<file path="src/rtl/gray_codec_pipe_if.sv">
// gray_codec_pipe_if: valid/ready input and output streams of the Gray/binary converter.
// The master drives words in and accepts results; the slave is the converter.
interface gray_codec_pipe_if #(
  parameter int WIDTH = 5
);
  logic             in_valid;
  logic             in_ready;
  logic             in_mode;
  logic [WIDTH-1:0] in_data;
  logic             out_valid;
  logic             out_ready;
  logic             out_mode;
  logic [WIDTH-1:0] out_data;
  logic             out_adj_err;
  modport master (
    output in_valid, in_mode, in_data, out_ready,
    input  in_ready, out_valid, out_mode, out_data, out_adj_err
  );
  modport slave (
    input  in_valid, in_mode, in_data, out_ready,
    output in_ready, out_valid, out_mode, out_data, out_adj_err
  );
endinterface

</file>
<file path="src/rtl/gray_codec_pipe.sv">
// gray_codec_pipe: pipelined binary<->Gray converter with valid/ready flow control.
// Define GRAY_CODEC_ADJ_CHECK_EN to flag Gray inputs not one bit away from the previous one.
module gray_codec_pipe #(
  parameter int WIDTH  = 5,
  parameter int STAGES = 2
) (
  input logic              clk,
  input logic              rst_n,
  gray_codec_pipe_if.slave bus
);
  logic [STAGES-1:0] vld, mode, err, adv;
  logic [WIDTH-1:0]  data [STAGES];
  logic [WIDTH-1:0]  conv;
  logic              conv_err;
  // Gray->binary bit i is the XOR of all Gray bits at or above i
  always_comb begin
    conv = bus.in_data ^ (bus.in_data >> 1);
    if (bus.in_mode)
      for (int i = 0; i < WIDTH; i++) conv[i] = ^(bus.in_data >> i);
  end
  // A stage may load when empty or when its word leaves this cycle
  always_comb begin
    adv[STAGES-1] = !vld[STAGES-1] || bus.out_ready;
    for (int k = STAGES-2; k >= 0; k--) adv[k] = !vld[k] || adv[k+1];
  end
  always_ff @(posedge clk or negedge rst_n) begin
    if (!rst_n) begin
      vld  <= '0;
      mode <= '0;
      err  <= '0;
      for (int k = 0; k < STAGES; k++) data[k] <= '0;
    end else begin
      if (adv[0]) begin
        vld[0]  <= bus.in_valid;
        mode[0] <= bus.in_mode;
        err[0]  <= conv_err;
        data[0] <= conv;
      end
      for (int k = 1; k < STAGES; k++)
        if (adv[k]) begin
          vld[k]  <= vld[k-1];
          mode[k] <= mode[k-1];
          err[k]  <= err[k-1];
          data[k] <= data[k-1];
        end
    end
  end
`ifdef GRAY_CODEC_ADJ_CHECK_EN
  logic [WIDTH-1:0] ref_word;
  logic             ref_valid;
  logic             accept;
  assign accept   = bus.in_valid && adv[0];
  assign conv_err = bus.in_mode && ref_valid && ($countones(bus.in_data ^ ref_word) != 1);
  always_ff @(posedge clk or negedge rst_n) begin
    if (!rst_n) begin
      ref_word  <= '0;
      ref_valid <= 1'b0;
    end else if (accept && bus.in_mode) begin
      ref_word  <= bus.in_data;
      ref_valid <= 1'b1;
    end
  end
`else
  assign conv_err = 1'b0;
`endif
  assign bus.in_ready    = adv[0];
  assign bus.out_valid   = vld[STAGES-1];
  assign bus.out_mode    = mode[STAGES-1];
  assign bus.out_adj_err = err[STAGES-1];
  assign bus.out_data    = data[STAGES-1];
endmodule

</file>
<file path="src/flat_wrapper.sv">
// flat-port wrapper written by rule: the top's interface ports become plain ports
module gray_codec_pipe_flat 
#(
  parameter int WIDTH  = 5,
  parameter int STAGES = 2
)
  (clk, rst_n, bus_in_valid, bus_in_mode, bus_in_data, bus_out_ready, bus_in_ready, bus_out_valid, bus_out_mode, bus_out_data, bus_out_adj_err);
  gray_codec_pipe_if #(.WIDTH(WIDTH)) bus_i ();
  input logic clk;
  input logic rst_n;
  input wire logic [$bits(bus_i.in_valid)-1:0] bus_in_valid;
  input wire logic [$bits(bus_i.in_mode)-1:0] bus_in_mode;
  input wire logic [$bits(bus_i.in_data)-1:0] bus_in_data;
  input wire logic [$bits(bus_i.out_ready)-1:0] bus_out_ready;
  output wire logic [$bits(bus_i.in_ready)-1:0] bus_in_ready;
  output wire logic [$bits(bus_i.out_valid)-1:0] bus_out_valid;
  output wire logic [$bits(bus_i.out_mode)-1:0] bus_out_mode;
  output wire logic [$bits(bus_i.out_data)-1:0] bus_out_data;
  output wire logic [$bits(bus_i.out_adj_err)-1:0] bus_out_adj_err;
  assign bus_i.in_valid = bus_in_valid;
  assign bus_i.in_mode = bus_in_mode;
  assign bus_i.in_data = bus_in_data;
  assign bus_i.out_ready = bus_out_ready;
  assign bus_in_ready = bus_i.in_ready;
  assign bus_out_valid = bus_i.out_valid;
  assign bus_out_mode = bus_i.out_mode;
  assign bus_out_data = bus_i.out_data;
  assign bus_out_adj_err = bus_i.out_adj_err;
  gray_codec_pipe #(.WIDTH(WIDTH), .STAGES(STAGES)) u_core (.clk(clk), .rst_n(rst_n), .bus(bus_i));
endmodule
</file>
<file path="config.mk">
export PLATFORM = sky130hd
export DESIGN_NAME = gray_codec_pipe_flat
export DESIGN_NICKNAME = d
export VERILOG_FILES = /design/src/rtl/gray_codec_pipe_if.sv /design/src/rtl/gray_codec_pipe.sv /design/src/flat_wrapper.sv
export SDC_FILE = /design/constraint.sdc
export NUM_CORES = 1
export LEC_CHECK = 0
export BUFFER_PORTS_ARGS = -buffer_cell sky130_fd_sc_hd__buf_2
export CELL_PAD_IN_SITES_DETAIL_PLACEMENT = 1
export CELL_PAD_IN_SITES_GLOBAL_PLACEMENT = 2
export CORE_ASPECT_RATIO = 0.75
export CORE_MARGIN = 10
export CORE_UTILIZATION = 34
export DETAILED_ROUTE_END_ITERATION = 10
export GPL_TIMING_DRIVEN = 0
export PLACE_DENSITY = 0.79
export SLEW_MARGIN = 10
export SYNTH_ARGS = -nofsm -noshare
export SYNTH_HDL_FRONTEND = slang
export SYNTH_SLANG_ARGS = --single-unit
</file>
<file path="constraint.sdc">
create_clock -name clk -period 2.5 [get_ports clk]
set_input_delay 0.5 -clock clk [delete_from_list [all_inputs] [get_ports clk]]
set_output_delay 0.5 -clock clk [all_outputs]
set_load 0.05 [all_outputs]
</file>
After elaboration in Yosys (flattened, before gate mapping)
Index checks and enable logic that the tools add are counted.
- register bits: 14
- input bits: 10
- output and inout bits: 9
- logic and storage cells: 17
- mux-type cells: 1
- bitwise logic cells: 1
- reductions and logical operators: 9
- operators by type and width (cell ; number):
    5-bit XOR reduction ; 5
    5-bit two-way mux ; 1
    5-bit by 4-bit XOR with 5-bit output ; 1
    1-bit logical NOT ; 2
    1-bit logical OR ; 2

Longest topological paths before layout
Gate-level depths: netlist of the first run.
- word-level depth: 3
- depth in mapped cells: 5
- gate-level depth less buffers: 4

Least setup slack after synthesis of the first run
No wires, ideal clock.
- path type: flip-flop to output port
- start point: reg u_core.vld[1]
- end point: out bus_in_ready
- arrival time: 1164 ps
- required time: 2000 ps
- setup slack: 836 ps
- cell stages (with the launch flop): 4
- buffers on the path: 1
- cells stage by stage: dfrtp_1 -> and3b_1 -> buf_12 -> inv_2
- word-level cells in the longest chain between the ends: 3
- RTL lines (what ; RTL line ; source):
    from (decl) ; gray_codec_pipe.sv:11 ; logic [STAGES-1:0] vld, mode, err, adv;
    from (signal, indexed assignment) ; gray_codec_pipe.sv:41 ; vld[k] <= vld[k-1];
    1-bit logical NOT ; gray_codec_pipe.sv:23 ; adv[STAGES-1] = !vld[STAGES-1] || bus.out_ready;
    1-bit logical OR ; gray_codec_pipe.sv:23 ;
    1-bit logical OR ; gray_codec_pipe.sv:24 ; for (int k = STAGES-2; k >= 0; k--) adv[k] = !vld[k] || adv[k+1];
    to (decl) ; flat_wrapper.sv:15 ; output wire logic [$bits(bus_i.in_ready)-1:0] bus_in_ready;
No other way between the ends.

Worst setup path after layout of the first run
Same ends and word-level chain as after synthesis.

==> impl_metrics.tcl, run 1 <==
set metrics [dict create \
    run_status "complete, no violations" \
    period_minus_ws_final_ns 1.853 \
    yosys_most_used_dff "sky130_fd_sc_hd__dfrtp_1" \
    first_pass_grt_wire_length_mm 2.290 \
    cts_num_sinks 14 \
    setup_violations 0 \
    core_region_area_um2 1822 \
    max_cap_viol_count 0 \
    timing.hold.worst.class "in2async" \
    tritoncts "built" \
    antenna_found_initial 0 \
    ys_seq_elements 14 \
    power.ir.vdd_worst_mv 0.3534 \
    post-dp-hpwl_mm 1.100 \
    critPathMaxFanout 10 \
    reg2reg_start "u_core.vld[1]" \
    gr-usage-all-layers_pct 7.284 \
    post-layout-total-power_w 0.0006717 \
    antenna_diode_instance_count 0 \
    initial_core_utilization_pct 37.71 \
    fillers 216 \
    area_growth_syn_to_layout_pct 21.68 \
    rsz0062_at_grt "no" \
    yosys-mux-area-fraction_pct 13.11 \
    p_switching_w 0.0002311 \
    power_per_cell_area_nw_per_um2 803.6 \
    drive_gt1_share_pct 49.35 \
    clockPowerShare_pct 24.4 \
    avgViaCountPerCell 4.586 \
    htree_num_levels 1 \
    wirelength_mm 1.407 \
    post-cts-setup-buffers 0 \
    worst_hold_slack_ns 0.08761 \
    ioPinCount 19 \
    maxSlewViolCount 0 \
    crit_path_launch_type "flip-flop" \
    ratio_of_final_minimum_period_to_clock_period_pct 74.14 \
    post_cts_resize_count 0 \
    worst_setup_hold_path_clk_slew_ns 0.09 \
    crit_type "reg2out" \
    floorplan_die_width_um 71.90 \
    cp_data_required_time_ns 2.00 \
    worst_setup_path_end_kind "output pin" \
    drc 0 \
    worst-endpoint-arrival_ns 1.35 \
    yosysUniqueCellTypes 22 \
    cts_buffer_depth 2 \
    synth_async_sr_flop_share_pct 100.0 \
    cell_type_contributing_the_most_total_cell_area_after_synthesis "sky130_fd_sc_hd__dfrtp_1" \
    die_h_um 58.93 \
    synthDominantCellAreaShare_pct 51.00 \
    yosys-top-cells-count "sky130_fd_sc_hd__dfrtp_1, sky130_fd_sc_hd__mux2_2, sky130_fd_sc_hd__buf_4" \
    drt.antenna.violating_nets 0 \
    final_cell_area_um2 835.8 \
    routed_wire_length_per_instance_um 14.21 \
    critPathCapture "bus_in_ready" \
    portBuffers 17 \
    synth-warning-count 0 \
    synth-edff-count 0 \
    postSynthCellCount 56 \
    routed-via-count 454 \
    synth_area_in_simple_gates_pct 10.20 \
    p_comb_share_pct 33.7 \
    placementRows 13 \
    finalHoldViolCount 0 \
    synth_fa_ha_area_share_pct 0 \
    die-area_um2 4237 \
    grt_overflow_total 0 \
    synth_area_per_cell_um2 12.27 \
    synthesized_netlist_net_count 66 \
    post_route_skew_ns 0.007585 \
    static-leakage-power_nw 0.3985 \
    internal_power_w 0.0004405 \
    grt_start_max_net_pins 15 \
    fmax_mhz 539.6 \
    synth_top_family_by_area "multiplexers" \
    root_buffer "sky130_fd_sc_hd__clkbuf_4" \
    clkLatencyLatePin_ns 0.29 \
    grt_pass1_vias 503 \
    place_area_um2 799.5 \
    layout_net_count 88 \
    cts_made_buffers 3 \
    drt_pass1_iterations 3 \
    synth_seq_area_share_pct 51.00 \
    netSwitchingFraction_pct 34.41 \
    setup.worst_path.start "u_core.vld[1]" \
    share_seq_of_total_power_pct 41.9 \
    post-synth-top-count-cell "sky130_fd_sc_hd__dfrtp_1" \
    drt-initial-drc-count 14 \
    post_synth_xor_area_fraction_pct 9.654 \
    cts.hold.buffers_added 0 \
    synth.top_cells.by_area "sky130_fd_sc_hd__dfrtp_1, sky130_fd_sc_hd__mux2_2, sky130_fd_sc_hd__buf_4, sky130_fd_sc_hd__xnor2_1, sky130_fd_sc_hd__xnor3_1" \
    synth-compound-area-share_pct 4.372 \
    timing.reg2reg.worst_path_depth 3 \
    r2r_end "u_core.bus.out_data[2]" \
    rrSetupSlack_ns 1.16 \
    setup_total_negative_slack_ns 0 \
    gp_routability_congestion 0.6870 \
    synth.cell_area_um2 686.9 \
]
worst min path at each step:
stage	slack, ns	depth (start not counted)	to
6_report	0.09	1	u_core.bus.out_data[4]
5_1_grt	0.10	1	u_core.bus.out_data[4]
4_1_cts	0.09	1	u_core.bus.out_data[4]
3_5_place_dp	0.41	1	u_core.bus.out_data[4]
3_3_place_gp	0.42	1	u_core.bus.out_data[4]
2_1_floorplan	0.20	0	u_core.bus.out_data[0]
cells in the final DEF (no fill, tap or decap), types with 2 or more instances in the layout:
cell type and n:
sky130_fd_sc_hd__buf_2 17, sky130_fd_sc_hd__dfrtp_1 14, sky130_fd_sc_hd__mux2_2 8, sky130_fd_sc_hd__buf_4 6, sky130_fd_sc_hd__nand2_1 4, sky130_fd_sc_hd__xnor2_1 3, sky130_fd_sc_hd__clkbuf_4 3, sky130_fd_sc_hd__and3b_1 2
sky130_fd_sc_hd__o21ai_0 2, sky130_fd_sc_hd__nand2b_1 2, sky130_fd_sc_hd__xor2_1 2
power by group through the flow:
stage	sequential, W	clock, W	combinational, W
finish	0.000281	0.000164	0.000226
global route	0.000286	0.000183	0.000242
CTS	0.000282	0.000169	0.000230
detailed placement	0.000287	0	0.000229
global placement	0.000284	0	0.000225
floorplan	0.000295	0	0.000167
worst max-delay path: stages (launching register included):
cell and delay (ns):
sky130_fd_sc_hd__dfrtp_1 0.39, sky130_fd_sc_hd__and3b_1 0.20, sky130_fd_sc_hd__buf_12 0.14, sky130_fd_sc_hd__inv_2 0.07, sky130_fd_sc_hd__buf_2 0.26
sequential cells by signal (all words and copies together) (netlist names):
register,cells
u_core.bus.out_data,5
u_core.mode,2
u_core.vld,2
u_core.data,5
routing by layer:
metal | part of all wire [%] | vias up | track usage, %
met2 | 48 | 15 | 11.18
met1 | 40 | 212 | 7.170
met4 | 3.0 | 0 | 4.132
li1 | - | 220 | -
met5 | 0 | - | 0
met3 | 9.2 | 7 | 5.193
cell type report:
cell class	instances	area [µm²]	area share [%]
well taps	22	27.53	3.293
clock buffers	4	36.28	4.341
flip-flops and latches	14	350.3	41.92
multi-input cells	32	260.3	31.14
plain buffers	8	68.82	8.234
inverters	2	7.507	0.8982
repair buffers	17	85.08	10.18
cells by family (layout without fill, tap and decap cells):
logic type             Yosys count  count (layout)
AO/OA/AOI/OAI                    5               5
XOR/XNOR                         6               6
buffers and inverters           10              31
flip-flops                      14              14
multiplexers                     8               8
other                            1               1
AND/OR/NAND/NOR                 12              12
stage by stage:
step           worst slack, ns  util, %  cells
4_1_cts                 0.6282    45.88     99
2_1_floorplan           0.8363        -     56
3_5_place_dp            0.7357    43.89     95
6_report                0.6466    45.88     99
3_3_place_gp            0.7376    43.89     95
5_1_grt                 0.5752    45.88     99
Note: power is estimated with default switching activity, not from simulation.
==> run 2, diff against run 1 <==
- ABC_AREA: unset -> 1
- CORE_UTILIZATION: 34 -> 25
- PLACE_DENSITY: 0.79 -> 0.69
- clock period: 2.5 -> 1.5 ns (I/O delays scaled with it)
==> impl_metrics.tcl, run 2 <==
set metrics [dict create \
    source_of_the_worst_hold_timing_path "bus_in_valid" \
    postSynthCellCount 84 \
    gr-usage-all-layers_pct 6.446 \
    synthesized_netlist_net_count 94 \
    cp_data_required_time_ns 1.20 \
    worst-endpoint-arrival_ns 1.12 \
    area_growth_syn_to_layout_pct 28.83 \
    final_cell_area_um2 905.9 \
    cp_cell_sequence "inv_1, nor2_4, nand2_4, buf_2" \
    synth-edff-count 0 \
    htree_num_levels 1 \
    grt_start_max_net_pins 15 \
    setup_violations 0 \
    avgViaCountPerCell 4.049 \
    post-dp-hpwl_mm 1.242 \
    layout.cells.most_common_list "sky130_fd_sc_hd__nand2_1, sky130_fd_sc_hd__buf_2, sky130_fd_sc_hd__dfrtp_1" \
    crit_type "reg2out" \
    synth_async_sr_flop_share_pct 100.0 \
    synth-warning-count 0 \
    cts_buffer_depth 2 \
    drt.antenna.violating_nets 0 \
    reg2reg_start "u_core.vld[1]" \
    synth_seq_area_share_pct 49.82 \
    run_status "complete, no violations" \
    drt_pass1_iterations 4 \
    floorplan_die_width_um 81.24 \
    mostFrequentLayoutCell "sky130_fd_sc_hd__nand2_1" \
    routed-via-count 579 \
    cp.depth 4 \
    ratio_of_final_minimum_period_to_clock_period_pct 94.78 \
    grt_pass1_vias 597 \
    yosys-top-cells-count "sky130_fd_sc_hd__nand2_1, sky130_fd_sc_hd__dfrtp_1, sky130_fd_sc_hd__buf_4, sky130_fd_sc_hd__inv_1, sky130_fd_sc_hd__nand3_1" \
    setup_total_negative_slack_ns 0 \
    ioPinCount 19 \
    initial_core_utilization_pct 26.61 \
    max_cap_viol_count 0 \
    post-layout-total-power_w 0.001158 \
    drive_gt1_share_pct 33.64 \
    power_per_cell_area_nw_per_um2 1279 \
    maxSlewViolCount 0 \
    cell_type_contributing_the_most_total_cell_area_after_synthesis "sky130_fd_sc_hd__dfrtp_1" \
    worst_hold_slack_ns 0.2421 \
    die_h_um 65.93 \
    wirelength_mm 1.562 \
    drc 0 \
    yosysUniqueCellTypes 18 \
    portBuffers 17 \
    setup.worst_path.start "u_core.vld[1]" \
    root_buffer "sky130_fd_sc_hd__clkbuf_8" \
    layout_net_count 118 \
    rsz0062_at_grt "no" \
    cts_made_buffers 3 \
    first_pass_grt_wire_length_mm 2.746 \
    crit_family "flip-flops" \
    die-area_um2 5356 \
    period_minus_ws_final_ns 1.422 \
    static-leakage-power_nw 0.4876 \
    timing.hold.worst.class "in2reg" \
    post_route_skew_ns 0.002505 \
    gp_routability_congestion 0.7234 \
    finalNonFillerCells 143 \
    worst_setup_path_end_kind "output pin" \
    cts_num_sinks 14 \
    cpPeakStageDelay_ns 0.38 \
    yosys_most_used_dff "sky130_fd_sc_hd__dfrtp_1" \
    synth.top_cells.by_area "sky130_fd_sc_hd__dfrtp_1, sky130_fd_sc_hd__nand2_1, sky130_fd_sc_hd__buf_4, sky130_fd_sc_hd__nand3_1, sky130_fd_sc_hd__xnor2_1" \
    fmax_mhz 703.4 \
    grt_overflow_total 0 \
    tritoncts "built" \
    routed_wire_length_per_instance_um 10.92 \
    timing.reg2reg.worst_path_depth 4 \
    place_area_um2 833.3 \
    placed_cells 137 \
    core_region_area_um2 2643 \
    post_cts_resize_count 0 \
    antenna_found_initial 0 \
    worst_setup_hold_path_clk_slew_ns 0.06 \
    crit_path_launch_type "flip-flop" \
    power.ir.vdd_worst_mv 0.3030 \
    critPathSlowestCell "sky130_fd_sc_hd__dfrtp_1" \
    synthDominantCellAreaShare_pct 49.82 \
    placementRows 16 \
    cp_num_buf_inv 2 \
    finalHoldViolCount 0 \
    clkLatencyLatePin_ns 0.24 \
    synth.cell_area_um2 703.2 \
    synth_area_per_cell_um2 8.371 \
    min_delay_path_depth 2 \
    ys_seq_elements 14 \
    drt-initial-drc-count 15 \
    post-synth-top-count-cell "sky130_fd_sc_hd__nand2_1" \
    critPathMaxFanout 7 \
    antenna_diode_instance_count 0 \
]
[run 2: changes by cell type after synthesis, moves of 3 or more]
| cell | change |
|---|---|
| sky130_fd_sc_hd__inv_1 | +5 |
| sky130_fd_sc_hd__mux2_2 | -8 |
| sky130_fd_sc_hd__nand2_1 | +25 |
| sky130_fd_sc_hd__nand3_1 | +6 |
| sky130_fd_sc_hd__nor2_1 | +3 |
| sky130_fd_sc_hd__o21ai_0 | +3 |
[run 2: path summary, 6_finish.rpt]
kind,to,slack [ns]
worst max-delay path,bus_in_ready,0.08
worst min-delay path,u_core.vld[0],0.24
worst max register to register,u_core.vld[1],0.44
worst min register to register,u_core.mode[1],0.47
max in group asynchronous,u_core.data[9],0.79
min in group asynchronous,u_core.bus.out_data[0],0.48
[run 2: power by group]
part	internal, W	switching, W
sequential	0.000433	0.0000282
clock	0.000232	0.000133
combinational	0.000108	0.000224
[run 2: timing repair]
action | CTS | global route
endpoints found under the setup margin | 1 | 0
buffers inserted | 1 | 0
endpoints found under the hold margin | 14 | 0
hold buffers | 1 | 0
[run 2: stage by stage]
step,util (%),setup WS [ns]
3_5_place_dp,31.53,0.1821
6_report,34.28,0.07829
2_1_floorplan,-,0.06747
3_3_place_gp,31.53,0.1820
4_1_cts,34.28,0.06818
5_1_grt,34.28,0.01103
[run 2: cell families (layout without fill, tap and decap cells)]
| kind of cell | after synthesis | count (layout) | share of synthesized area [%] |
|---|---|---|---|
| and+or+nand+nor | 44 | 44 | 29.36 |
| buffers and inverters | 15 | 38 | 11.39 |
| DFF | 14 | 14 | 49.82 |
| AOI/OAI and AO/OA | 7 | 7 | 5.159 |
| xor gates and xnor gates | 3 | 3 | 3.737 |
| other | 1 | 1 | 0.5333 |
[run 2: layer usage]
metal	GRT usage [%]	vias to the layer above	routed length (µm)
met3	2.310	2	154
met4	3.233	0	14
met5	0	-	0
met1	7.514	265	692
met2	10.22	16	700
li1	-	296	-
[run 2: final cells by class]
class | count | area, µm²
Fill cell | 349 | 1737
Sequential cell | 14 | 350.3
Multi-Input combinational cell | 55 | 272.8
Timing Repair Buffer | 19 | 102.6
Clock buffer | 4 | 55.05
Buffer | 6 | 45.04
Tap cell | 36 | 45.04
Inverter | 9 | 35.03
